## config.mk

```make
export PLATFORM = sky130hd
export DESIGN_NAME = unrotate_seq_flat
export DESIGN_NICKNAME = d
export VERILOG_FILES = /design/src/rtl/unrotate_seq_if.sv /design/src/rtl/unrotate_seq.sv /design/src/flat_wrapper.sv
export SDC_FILE = /design/constraint.sdc
export NUM_CORES = 1
export LEC_CHECK = 0
export ABC_CLOCK_PERIOD_IN_PS = 2900
export CORE_UTILIZATION = 48
export CTS_CLUSTER_DIAMETER = 40
export DETAILED_ROUTE_END_ITERATION = 16
export GPL_TIMING_DRIVEN = 0
export PLACE_DENSITY = 0.92
export SLEW_MARGIN = 15
export SYNTH_ARGS = -nofsm -noshare
export SYNTH_HDL_FRONTEND = slang
export SYNTH_SLANG_ARGS = --single-unit
```

## constraint.sdc

```tcl
create_clock -name clk -period 2.9 [get_ports clk]
set_input_delay 0.58 -clock clk [delete_from_list [all_inputs] [get_ports clk]]
set_output_delay 0.58 -clock clk [all_outputs]
set_load 0.01 [all_outputs]
```

## src/rtl/unrotate_seq_if.sv

```systemverilog
// Handshake and data bundle for unrotate_seq.
// Optional SO output is present only when UNROTATE_SO_EN is defined.
//
// Handshake: the master raises start with data_in/amt/dir valid; the job is
// accepted on the first rising clk edge where start=1 and ready=1. After that,
// start and the data inputs are ignored until ready returns. done pulses for
// exactly one cycle when data_out carries the result.
interface unrotate_seq_if #(
  parameter int N = 8
);
  localparam int AW = $clog2(N);

  logic          start;
  logic [N-1:0]  data_in;
  logic [AW-1:0] amt;
  logic          dir;
  logic          ready;
  logic          busy;
  logic          done;
  logic [N-1:0]  data_out;
`ifdef UNROTATE_SO_EN
  logic          so;
`endif

  modport master (
    output start, data_in, amt, dir,
`ifdef UNROTATE_SO_EN
    input  so,
`endif
    input  ready, busy, done, data_out
  );

  modport slave (
    input  start, data_in, amt, dir,
`ifdef UNROTATE_SO_EN
    output so,
`endif
    output ready, busy, done, data_out
  );
endinterface

```

## src/rtl/unrotate_seq.sv

```systemverilog
// unrotate_seq: sequential inverse of rotateN. Undoes a rotation of AMT
// positions in direction DIR (1 = right, 0 = left) by stepping the opposite
// way one bit per clock. Optional macro UNROTATE_SO_EN adds a registered SO
// output carrying the bit that wrapped in the latest step.
module unrotate_seq #(
  parameter int N = 8
) (
  input  logic              clk,
  input  logic              rst_n,
  unrotate_seq_if.slave     bus,
  output logic [1:0]        fsm_state
);
  localparam int AW = $clog2(N);

  typedef enum logic [1:0] {
    IDLE = 2'd0,
    RUN  = 2'd1,
    FIN  = 2'd2
  } state_t;

  state_t        state_q;
  state_t        state_d;
  logic [N-1:0]  data_q;
  logic [AW-1:0] count_q;
  logic          dir_q;
  logic          accept;
  logic          step;

  // A job is taken only in IDLE; a step happens while count is non-zero.
  assign accept = (state_q == IDLE) && bus.start;
  assign step   = (state_q == RUN) && (count_q != '0);

  // State register; reset aborts any job in flight.
  always_ff @(posedge clk or negedge rst_n) begin
    if (!rst_n) state_q <= IDLE;
    else        state_q <= state_d;
  end

  // Next-state logic: RUN exits only once the count has been exhausted.
  always_comb begin
    state_d = state_q;
    case (state_q)
      IDLE:    if (bus.start) state_d = RUN;
      RUN:     if (count_q == '0) state_d = FIN;
      FIN:     state_d = IDLE;
      default: state_d = IDLE;
    endcase
  end

  // Status outputs are decoded from the state, so they stay one-hot.
  always_comb begin
    bus.ready = 1'b0;
    bus.busy  = 1'b0;
    bus.done  = 1'b0;
    case (state_q)
      IDLE:    bus.ready = 1'b1;
      RUN:     bus.busy  = 1'b1;
      FIN:     bus.done  = 1'b1;
      default: bus.ready = 1'b0;
    endcase
  end

  // Working register: load on accept, then step against the latched direction.
  // Original right rotation is undone with left steps (MSB wraps to LSB).
  always_ff @(posedge clk or negedge rst_n) begin
    if (!rst_n) begin
      data_q  <= '0;
      count_q <= '0;
      dir_q   <= 1'b0;
    end else if (accept) begin
      data_q  <= bus.data_in;
      count_q <= bus.amt;
      dir_q   <= bus.dir;
    end else if (step) begin
      if (dir_q) data_q <= {data_q[N-2:0], data_q[N-1]};
      else       data_q <= {data_q[0], data_q[N-1:1]};
      count_q <= count_q - AW'(1);
    end
  end

`ifdef UNROTATE_SO_EN
  logic so_q;

  // SO captures the wrapped bit of each step and is cleared per new job.
  always_ff @(posedge clk or negedge rst_n) begin
    if (!rst_n)      so_q <= 1'b0;
    else if (accept) so_q <= 1'b0;
    else if (step)   so_q <= dir_q ? data_q[N-1] : data_q[0];
  end

  assign bus.so = so_q;
`endif

  assign bus.data_out = data_q;
  assign fsm_state    = state_q;
endmodule
```

## src/flat_wrapper.sv

```systemverilog
// flat-port wrapper written by rule: the top's interface ports become plain ports
module unrotate_seq_flat 
#(
  parameter int N = 8
)
  (clk, rst_n, fsm_state, bus_start, bus_data_in, bus_amt, bus_dir, bus_ready, bus_busy, bus_done, bus_data_out);
  unrotate_seq_if #(.N(N)) bus_i ();
  input  logic clk;
  input  logic rst_n;
  output logic [1:0] fsm_state;
  input wire logic [$bits(bus_i.start)-1:0] bus_start;
  input wire logic [$bits(bus_i.data_in)-1:0] bus_data_in;
  input wire logic [$bits(bus_i.amt)-1:0] bus_amt;
  input wire logic [$bits(bus_i.dir)-1:0] bus_dir;
  output wire logic [$bits(bus_i.ready)-1:0] bus_ready;
  output wire logic [$bits(bus_i.busy)-1:0] bus_busy;
  output wire logic [$bits(bus_i.done)-1:0] bus_done;
  output wire logic [$bits(bus_i.data_out)-1:0] bus_data_out;
  assign bus_i.start = bus_start;
  assign bus_i.data_in = bus_data_in;
  assign bus_i.amt = bus_amt;
  assign bus_i.dir = bus_dir;
  assign bus_ready = bus_i.ready;
  assign bus_busy = bus_i.busy;
  assign bus_done = bus_i.done;
  assign bus_data_out = bus_i.data_out;
  unrotate_seq #(.N(N)) u_core (.clk(clk), .rst_n(rst_n), .bus(bus_i), .fsm_state(fsm_state));
endmodule
```

# Yosys cells after proc, flatten, opt, wreduce, memory -nomap -nowiden
# Index checks and enable logic that the tools add are counted.
[totals]
register_bits = 14
latchBits = 0
ram_bits = 0
mem_bits_ro = 0
input_bits = 15
out_inout_bits = 13
elab_cells = 27
memories = 0
[classes]
add_sub_neg = 1
mul = 0
n_div = 0
order_cmp = 0
n_eq_ne = 4
shifts = 0
muxes = 11
n_bitwise = 0
reduce_logical = 7
[op_table]
columns = ["cell", "n"]
rows = [
  ["two-way mux 8 bit", 3],
  ["two-way mux 3 bit", 2],
  ["two-way mux 2 bit", 2],
  ["inequality test 2 bit, second input constant", 2],
  ["one-hot mux 2 bit (2 select lines)", 1],
  ["logical NOT 3 bit", 1],
  ["two-way mux 1 bit", 3],
  ["nonzero test 3 bit", 1],
  ["subtractor 3 x 1 -> 3 bit, second input constant", 1],
  ["== test 2 x 1 -> 1 bit, second input constant", 1],
  ["== test 2 bit, second input constant", 1],
  ["logical AND 1 bit", 2],
  ["logical NOT 2 bit", 1],
  ["AND reduction 2 bit", 1],
  ["nonzero test 2 bit", 1],
]

# Logic depth before layout (Yosys ltp)
# Gate-level depths: netlist of run 1.
[logic_depth]
ltp_word = 4
ltp_mapped = 7

# Worst setup path after synthesis of run 1
# No wires, ideal clock.
[synth_timing]
kind = "input to register"
startpoint = "input port bus_start"
endpoint = "register u_core.data_q[3], in the netlist u_core.bus.data_out[3]"
setup_ns = 0.125
arrival_time_ns = 1.719
required_ns = 2.775
path_slack_ns = 1.056
cell_stages = 5
cell_sequence = "or3b_1 > buf_6 > buf_8 > mux2_4 > mux2_4"
[synth_via]
elab_chain_cells = 2
word_cells_on_any_way = 3
[synth_rtl]
columns = ["element", "line", "source"]
rows = [
  ["start: declaration", "flat_wrapper.sv:11", "input wire logic [$bits(bus_i.start)-1:0] bus_start;"],
  ["logical AND 1 bit *", "unrotate_seq.sv:30", "assign accept = (state_q == IDLE) && bus.start;"],
  ["two-way mux 8 bit or nonzero test 2 bit (tied branches)", "--", ""],
  ["end signal: assignment", "unrotate_seq.sv:71", "data_q <= bus.data_in;"],
  ["end signal: assignment", "unrotate_seq.sv:75", "if (dir_q) data_q <= {data_q[N-2:0], data_q[N-1]};"],
  ["end signal: assignment", "unrotate_seq.sv:76", "else data_q <= {data_q[0], data_q[N-1:1]};"],
  ["end: declaration", "unrotate_seq.sv:23", "logic [N-1:0] data_q;"],
]
# Mark *: on every way between the ends. The rest lies on a longest branch, timed or not.
# A chain may end at the register's enable or synchronous reset.

# Final worst setup path of run 1
[layout_timing]
startpoint = "input port bus_start"
endpoint = "register u_core.data_q[7], in the netlist u_core.bus.data_out[7]"
# Same word-level chain as after synthesis.

==> impl_metrics.py, run 1 <==
metrics = {
    "pwr": {
        "power_uw": 1490,
        "power_leakage_uw": 0.000562,
        "max-vdd-ir-drop_v": 0.000734,
        "p_per_area_nw_per_um2": 1240,
    },
    "final_layout": {
        "area_growth_pct": 38.8,
        "layout-drive-gt1-share_pct": 35.1,
        "seq_area_um2": 350,
        "multi_input_area_um2": 463,
        "fin_nets": 115,
        "n_antenna_cell": 0,
        "fill_cells": 118,
    },
    "routing": {
        "dr.pass1.iters": 1,
        "drt-initial-drc-count": 0,
        "drt_wl_total_um": 1680,
        "num_vias": 599,
        "wl_per_cell_um": 13.9,
        "drt-vias-per-instance": 4.95,
        "drc": 0,
        "ant_nets": 0,
    },
    "cts": {
        "cts_root_buf": "clkbuf_4",
        "numClockSinks": 14,
        "cts_buffer_depth": 2,
        "cts_tree": "done",
        "htreeDepth": 1,
        "postCtsSetupRepairBufs": 0,
        "clock_latency_ns": 0.29,
        "cts_resized": 0,
        "hold_buffers": 0,
        "numCtsBuffers": 3,
        "path_clk_slew_ns": 0.09,
    },
    "grt": {
        "grt_pass1_wl_um": 2900,
        "grt_max_degree": 15,
        "grt_overflow": 0,
        "first_global_vias": 627,
        "antenna_found_initial": 0,
        "grt_usage_pct": 21.2,
    },
    "timing": {
        "max_freq_ghz": 0.477,
        "fin_crit_sh_pct": 72.2,
        "slew_headroom_pct": 57.5,
        "maxSlewViolCount": 0,
        "finalClockSkew_ns": 0.00326,
        "tightest_slew_ns": 0.636,
        "rsz0062_at_grt": "no",
        "finalHoldViolCount": 0,
        "setup_violations": 0,
        "final.min_clock_period_ns": 2.09,
        "setup_tns_ns": 0,
    },
    "critical_path": {
        "r2r_cells": 7,
        "crit_required_ns": 3.08,
        "end_kind": "register",
        "worstSetupPathType": "input pin to register",
        "worst-path-max-fanout": 10,
        "regToRegSetupSlack_ns": 0.87,
        "worstReg2RegEnd": "u_core.count_q[1]",
        "regToRegStartpoint": "u_core.count_q[0]",
        "cp.arrival_ns": 2.27,
        "start_kind": "input pin",
    },
    "status": {
        "status": "complete, no violations",
    },
    "synthesis": {
        "yosysTopAreaCell": "dfrtp_1",
        "ys_seq_area_share_pct": 40.4,
        "netlist.area_leader.share_pct": 40.4,
        "synth_cell_type_count": 20,
        "syn_inst": 66,
        "ys_seq_elements": 14,
        "yosys_warnings": 0,
        "synth_area_um2": 867,
        "avgSynthCellArea_um2": 13.1,
        "synthTopCellsByArea": "dfrtp_1 40%, mux2_2 22%, mux2_4 17%",
        "syn-num-nets": 83,
    },
    "floorplan": {
        "ios": 28,
        "dieArea_um2": 1980,
        "row_count": 14,
        "die_w_um": 44.5,
        "core-area_um2": 1590,
        "start_util_pct": 54.4,
        "die_y_um": 44.5,
    },
    "min_path": {
        "min_path_cells": 1,
        "min_path_type": "register to register",
        "hold_end": "u_core.count_q[2]",
        "hp-start": "u_core.count_q[2]",
    },
    "placed_design": {
        "gp_congestion": 0.705,
        "dp_hpwl_um": 1300,
        "port_buffers": 27,
    },
    "job": {
        "drv_cap": 0,
    },
}
==> through the flow <==
step                utilization, %  hold slack, ns  cells  setup WS [ns]  cell area (µm²)
global route                  75.5           0.541    121          0.753             1200
detailed placement            73.2           0.505    117          0.494             1170
finish                        75.5           0.522    121          0.805             1200
CTS                           75.5           0.525    121          0.802             1200
floorplan                        -           0.284     66           1.06              867
global placement              73.2           0.490    117          0.544             1170
==> cell usage in the layout (no fill, tap or decap) <==
cell and count:
a21oi_1 2, and2_1 1, and2b_1 1, buf_2 1, buf_6 1, buf_8 1, clkbuf_1 1, clkbuf_4 3
clkbuf_8 1, clkdlybuf4s50_1 27, dfrtp_1 14, ha_1 2, inv_1 5, mux2_2 17, mux2_4 10, mux2i_1 2
nand2b_1 1, nor2_1 2, nor2b_1 1, nor3b_1 1, or2b_1 1, or3b_1 1, xnor2_1 1
==> report_power, final <==
| part | leakage, µW | switching (µW) | internal [µW] |
|---|---|---|---|
| sequential | 0.000166 | 93.3 | 302 |
| combinational | 0.000375 | 321 | 626 |
| clock | 0.0000210 | 69.0 | 76.5 |
==> critical path: stages <==
cell and delay [ns]:
clkdlybuf4s50_1 0.49, or3b_1 0.37, buf_6 0.14, buf_8 0.14
mux2_4 0.29, mux2_4 0.26
==> worst max path at each step <==
stage               slack, ns                 from                      to  cells past startpoint
finish                   0.81            bus_start  u_core.bus.data_out[7]                      6
global route             0.75  u_core.fsm_state[0]                bus_busy                      2
CTS                      0.80            bus_start  u_core.bus.data_out[7]                      6
global placement         0.54            bus_start  u_core.bus.data_out[5]                      6
floorplan                1.06            bus_start  u_core.bus.data_out[3]                      5
detailed placement       0.49            bus_start  u_core.bus.data_out[7]                      6
==> final cells by class <==
type / count / area share (%)
Clock buffer: 4 / 3.01
Buffer: 4 / 2.91
Inverter: 5 / 1.56
Tap cell: 24 / 2.49
Sequential cell: 14 / 29.1
Multi-Input combinational cell: 43 / 38.5
Timing Repair Buffer: 27 / 22.5
==> Yosys cell counts (all sizes together) <==
master	count
a21oi	2
and2	1
and2b	1
buf	3
clkbuf	1
dfrtp	14
ha	2
inv	5
mux2	27
mux2i	2
nand2b	1
nor2	2
nor2b	1
nor3b	1
or2b	1
or3b	1
xnor2	1
==> cells by family (layout without fill, tap and decap cells) <==
family | count (synthesis) | after routing | share of synthesized area, %
AO/OA/AOI/OAI | 2 | 2 | 1.15
XOR/XNOR | 1 | 1 | 1.01
adder cells (fa/ha/maj) | 2 | 2 | 2.89
buffers and inverters | 9 | 40 | 6.20
flip-flops | 14 | 14 | 40.4
multiplexers | 29 | 29 | 41.7
AND/OR/NAND/NOR | 9 | 9 | 6.64
==> state kept, by name, indices dropped and copies added (netlist names) <==
name,flops
u_core.dir_q,1
u_core.bus.data_out,8
u_core.fsm_state,2
u_core.count_q,3
==> routing by layer <==
layer	global-route usage, %	vias up	part of all wire [%]
met3	8.57	2	4.4
met4	5.45	0	0.54
met5	0	-	0
met2	35.6	17	53
met1	25.1	291	42
li1	-	289	-
No activity file was read; power rests on OpenSTA's default activity.
==> inputs of run 2 (changes only) <==
--- a/config.mk
+++ b/config.mk
@@ -5,12 +5,12 @@
 export SDC_FILE = /design/constraint.sdc
 export NUM_CORES = 1
 export LEC_CHECK = 0
-export ABC_CLOCK_PERIOD_IN_PS = 2900
-export CORE_UTILIZATION = 48
+export ABC_CLOCK_PERIOD_IN_PS = 2100
+export CORE_UTILIZATION = 45
 export CTS_CLUSTER_DIAMETER = 40
 export DETAILED_ROUTE_END_ITERATION = 16
 export GPL_TIMING_DRIVEN = 0
-export PLACE_DENSITY = 0.92
+export PLACE_DENSITY = 0.87
 export SLEW_MARGIN = 15
 export SYNTH_ARGS = -nofsm -noshare
 export SYNTH_HDL_FRONTEND = slang
==> constraint.sdc (replaced) <==
create_clock -name clk -period 2.1 [get_ports clk]
set_input_delay 0.42 -clock clk [delete_from_list [all_inputs] [get_ports clk]]
set_output_delay 0.42 -clock clk [all_outputs]
set_load 0.01 [all_outputs]
==> run 2 against run 1 <==
  * Combinational power rose by 37%
  * Hold slack got worse by 0.013 ns
  * First-iteration DRC count increased by 1
  * Design area decreased by 0.83%
  * Count of clock-buffer cells in the layout fell by 1
  * Die area increased by 6.4%
  * Clock power rose by 4%
  * Non-clock buffer count did not move
  * Final cell count did not move
  * Clock skew is 0.0014 ns lower
  * Setup slack worse by 0.67 ns
==> impl_metrics.py, run 2 (same netlist as run 1, synthesis figures left out) <==
metrics = {
    "timing": {
        "fin_crit_sh_pct": 93.5,
        "maxSlewViolCount": 0,
        "rsz0062_at_grt": "no",
        "max_freq_ghz": 0.510,
        "final.min_clock_period_ns": 1.96,
        "slew_headroom_pct": 56.5,
        "setup_violations": 0,
        "tightest_slew_ns": 0.651,
        "finalHoldViolCount": 0,
        "setup_ws_ns": 0.137,
        "finalClockSkew_ns": 0.00183,
    },
    "grt": {
        "grt_usage_pct": 18.5,
        "first_global_vias": 596,
        "antenna_found_initial": 0,
        "grt_pass1_wl_um": 2660,
        "grt_overflow": 0,
        "grt_max_degree": 15,
    },
    "placed_design": {
        "dp_hpwl_um": 1200,
        "port_buffers": 27,
        "gp_congestion": 0.696,
        "place_ws_ns": -0.119,
        "post_dp_cell_area_um2": 1170,
    },
    "routing": {
        "drt-initial-drc-count": 1,
        "drt_wl_total_um": 1650,
        "drt-vias-per-instance": 4.88,
        "drc": 0,
        "ant_nets": 0,
        "wl_per_cell_um": 13.6,
        "num_vias": 591,
        "dr.pass1.iters": 2,
    },
    "cts": {
        "postCtsSetupRepairBufs": 0,
        "cts_root_buf": "clkbuf_4",
        "numCtsBuffers": 3,
        "cts_buffer_depth": 2,
        "cts_tree": "done",
        "path_clk_slew_ns": 0.08,
        "hold_buffers": 0,
        "clock_latency_ns": 0.28,
        "numClockSinks": 14,
        "htreeDepth": 1,
    },
    "pwr": {
        "power_leakage_uw": 0.000556,
        "max-vdd-ir-drop_v": 0.000993,
        "p_per_area_nw_per_um2": 1670,
    },
    "final_layout": {
        "fin_nets": 115,
        "utilization_pct": 67.7,
        "area_growth_pct": 37.7,
        "final_common_cell": "clkdlybuf4s50_1",
        "largest_register_ffs": 8,
        "n_antenna_cell": 0,
        "final_cell_mix": "27 x clkdlybuf4s50_1, 17 x mux2_2, 14 x dfrtp_1",
        "stdcell_area_um2": 1190,
        "layout-drive-gt1-share_pct": 34.4,
    },
    "job": {
        "drv_cap": 0,
    },
    "critical_path": {
        "slowest_stage": "dfrtp_1",
        "slowest_delay_ns": 0.38,
        "crit_chain": "inv_1 -> ha_1 -> ha_1 -> or2b_1 -> a21oi_1 -> clkbuf_4 -> mux2_2",
        "end_kind": "register",
        "start_kind": "register",
        "crit_required_ns": 2.27,
        "cp.arrival_ns": 2.13,
        "worstSetupPathType": "register to register",
        "timing.critical_path.mode_cell": "ha_1",
        "worst-path-max-fanout": 10,
        "r2r_cells": 7,
    },
    "min_path": {
        "min_path_type": "register to register",
        "min_path_cells": 1,
    },
    "floorplan": {
        "dieArea_um2": 2110,
        "start_util_pct": 49.1,
        "core-area_um2": 1760,
        "die_w_um": 45.9,
        "die_y_um": 45.9,
        "ios": 28,
        "row_count": 15,
    },
    "status": {
        "status": "complete, no violations",
    },
}
-- run 2: cell types whose count changed in the layout (fill, tap and decap cells not counted), sizes merged --
cell | before | now
buf | 3 | 2
-- run 2: layout make-up --
| class | instances | area, µm² |
|---|---|---|
| clock buffers | 3 | 22.5 |
| fillers | 155 | 571 |
| well taps | 25 | 31.3 |
| repair buffers | 27 | 270 |
| plain buffers | 4 | 37.5 |
| multi-input cells | 43 | 463 |
| flip-flops and latches | 14 | 350 |
| inverters | 5 | 18.8 |
-- run 2: metal layers --
metal	share of wire [%]	global-route usage [%]	vias up
li1	-	-	288
met1	44	21.9	276
met2	48	30.7	25
met3	7.1	7.14	2
met4	0.61	5.29	0
met5	0	0	-
-- run 2: timing repair --
| action | 4_1_cts | 5_1_grt |
|---|---|---|
| gates resized for setup | 0 | 1 |
| endpoints found under the setup margin | 0 | 4 |
| hold endpoints to repair | 0 | 0 |
-- run 2: worst paths after layout --
path / start / slack [ns] / endpoint
min in group asynchronous: rst_n / 0.54 / u_core.bus.data_out[4]
max reg2reg: u_core.count_q[0] / 0.14 / u_core.count_q[2]
min reg2reg: u_core.count_q[1] / 0.51 / u_core.count_q[1]
max: u_core.count_q[0] / 0.14 / u_core.count_q[2]
max in group asynchronous: rst_n / 1.15 / u_core.count_q[1]
min: u_core.count_q[1] / 0.51 / u_core.count_q[1]
-- run 2: per-stage QoR --
step	hold WS, ns	std cells	TNS [ns]	power [µW]
finish	0.509	121	0	2000
global route	0.530	121	0	2150
CTS	0.515	121	0	2010
detailed placement	0.496	118	-0.570	1850
global placement	0.490	118	-0.505	1810
floorplan	0.124	66	0	1450
-- run 2: where the power goes --
group,total (µW),leakage (µW),internal [µW],switching (µW)
Combinational,1300,0.000376,871,430
Clock,151,0.0000138,66.5,84.6
Sequential,545,0.000166,417,128
Total,2000,0.000556,1350,643
-- run 2: critical path: cells and delay by family, from the launching register on --
family                     cells  cell delay, ns
AOI/OAI and AO/OA              1            0.17
DFF                            1            0.38
and+or+nand+nor                1            0.22
buffers and inverters          2            0.33
adders and majority gates      2            0.39
muxes                          1            0.35
==> inputs of run 3 (changes only) <==
--- a/config.mk
+++ b/config.mk
@@ -6,6 +6,7 @@
 export NUM_CORES = 1
 export LEC_CHECK = 0
 export ABC_CLOCK_PERIOD_IN_PS = 2100
+export CORE_MARGIN = 8
 export CORE_UTILIZATION = 45
 export CTS_CLUSTER_DIAMETER = 40
 export DETAILED_ROUTE_END_ITERATION = 16
==> run 3 against run 2 <==
  * Combinational power hardly changed
  * Critical path depth unchanged
  * First-iteration DRC count grew 100%
  * Hold slack improved by 0.012 ns
==> impl_metrics.py, run 3 (same netlist as run 1, synthesis figures left out) <==
metrics = {
    "timing": {
        "setup_violations": 0,
        "slew_headroom_pct": 58.4,
        "max_freq_ghz": 0.510,
        "finalHoldViolCount": 0,
        "timing.hold.ws_ns": 0.521,
        "final.min_clock_period_ns": 1.96,
        "fin_crit_sh_pct": 93.3,
        "finalClockSkew_ns": 0.00118,
        "tightest_slew_ns": 0.622,
        "maxSlewViolCount": 0,
        "rsz0062_at_grt": "no",
    },
    "pwr": {
        "p_sw_share_pct": 31.8,
        "p_int_uw": 1390,
        "power_frac_seq_pct": 26.5,
        "combPwrFrac_pct": 64.0,
        "p_per_area_nw_per_um2": 1690,
        "power_switching_uw": 650,
        "power_uw": 2040,
        "max-vdd-ir-drop_v": 0.000838,
        "clkPwrFrac_pct": 9.6,
        "power_leakage_uw": 0.000563,
    },
    "final_layout": {
        "area_growth_pct": 39.5,
        "stdcell_area_um2": 1210,
        "fill_cells": 163,
        "layout-drive-gt1-share_pct": 35.1,
        "fin_nets": 115,
        "multi_input_area_um2": 463,
        "final_cell_mix": "27 x clkdlybuf4s50_1, 17 x mux2_2, 14 x dfrtp_1",
        "seq_area_um2": 350,
        "largest_register_ffs": 8,
        "n_antenna_cell": 0,
        "utilization_pct": 64.3,
        "final_common_cell": "clkdlybuf4s50_1",
    },
    "critical_path": {
        "end_kind": "register",
        "crit_required_ns": 2.27,
        "r2r_cells": 7,
        "worstSetupEndpoint": "u_core.count_q[1]",
        "regToRegStartpoint": "u_core.count_q[0]",
        "worstReg2RegEnd": "u_core.count_q[1]",
        "timing.critical_path.mode_cell": "ha_1",
        "slowest_delay_ns": 0.37,
        "worst-path-max-fanout": 10,
        "start_kind": "register",
        "startpoint": "u_core.count_q[0]",
        "cp.arrival_ns": 2.13,
        "regToRegSetupSlack_ns": 0.14,
        "worstSetupPathType": "register to register",
        "slowest_stage": "dfrtp_1",
        "crit_chain": "inv_1 -> ha_1 -> ha_1 -> or2b_1 -> a21oi_1 -> clkbuf_4 -> mux2_2",
    },
    "grt": {
        "grt_pass1_wl_um": 2620,
        "antenna_found_initial": 0,
        "first_global_vias": 555,
        "grt_overflow": 0,
        "grt_max_degree": 15,
        "grt_usage_pct": 9.54,
    },
    "placed_design": {
        "port_buffers": 27,
        "post_dp_cell_area_um2": 1170,
        "gp_congestion": 0.711,
    },
    "floorplan": {
        "row_count": 16,
        "ios": 28,
        "start_util_pct": 46.1,
        "die_w_um": 59.9,
        "dieArea_um2": 3590,
        "core-area_um2": 1880,
        "die_y_um": 59.9,
    },
    "cts": {
        "clock_latency_ns": 0.28,
        "cts_tree": "done",
        "path_clk_slew_ns": 0.09,
        "htreeDepth": 1,
        "postCtsSetupRepairBufs": 0,
        "numCtsBuffers": 3,
        "numClockSinks": 14,
        "cts_buffer_depth": 2,
        "cts_root_buf": "clkbuf_4",
    },
    "job": {
        "drv_cap": 0,
    },
    "routing": {
        "drt-vias-per-instance": 4.72,
        "ant_nets": 0,
        "wl_per_cell_um": 13.8,
        "num_vias": 585,
        "drc": 0,
        "drt_wl_total_um": 1720,
        "dr.pass1.iters": 2,
        "drt-initial-drc-count": 2,
    },
    "status": {
        "status": "complete, no violations",
    },
    "min_path": {
        "min_path_type": "input pin to asynchronous set/reset pin",
    },
}
## run 3: critical path: cells and delay by family (launching register included)
| family | cells | cell delay, ns |
|---|---|---|
| DFF | 1 | 0.37 |
| AOI/OAI and AO/OA | 1 | 0.17 |
| buffers and inverters | 2 | 0.33 |
| adders and majority gates | 2 | 0.39 |
| and+or+nand+nor | 1 | 0.22 |
| muxes | 1 | 0.36 |
## run 3: how the worst min path moves through the flow
stage                             endpoint              start  cells after the start
finish              u_core.bus.data_out[0]              rst_n                      1
global route             u_core.count_q[2]  u_core.count_q[2]                      1
CTS                    u_core.fsm_state[0]              rst_n                      1
detailed placement       u_core.count_q[2]  u_core.count_q[2]                      1
global placement         u_core.count_q[1]  u_core.count_q[1]                      1
floorplan           u_core.bus.data_out[0]              rst_n                      0
## run 3: final cells by class
type | instances | share of cell area, %
multi-input cells | 43 | 38.3
clock buffers | 4 | 3.00
flip-flops and latches | 14 | 29.0
inverters | 5 | 1.55
plain buffers | 4 | 3.10
repair buffers | 27 | 22.3
well taps | 27 | 2.79
## run 3: metal layers
metal / track usage (%) / part of all wire, % / vias to the layer above / wire, µm
met5: 0 / 0 / - / 0
met4: 3.06 / 0.47 / 0 / 8
met3: 3.66 / 7.8 / 2 / 133
met2: 15.8 / 49 / 17 / 832
met1: 10.9 / 43 / 274 / 740
li1: - / - / 292 / -
## run 3: per-stage QoR
| stage | cells | setup slack, ns | TNS, ns |
|---|---|---|---|
| floorplan | 66 | 0.257 | 0 |
| global placement | 120 | -0.108 | -0.511 |
| detailed placement | 120 | -0.105 | -0.502 |
| CTS | 124 | 0.0837 | 0 |
| global route | 124 | 0.0549 | 0 |
| finish | 124 | 0.140 | 0 |
## run 3: power by group through the flow
stage	Sequential, µW	Clock, µW	Combinational [µW]
floorplan	560	0	889
global placement	540	0	1280
detailed placement	549	0	1320
CTS	543	201	1320
global route	564	211	1390
finish	541	195	1310
## run 3: repair_timing
item,CTS,global route
endpoints found under the setup margin,0,1
resized for setup,0,1
endpoints found under the hold margin,0,0
hold buffers,0,0
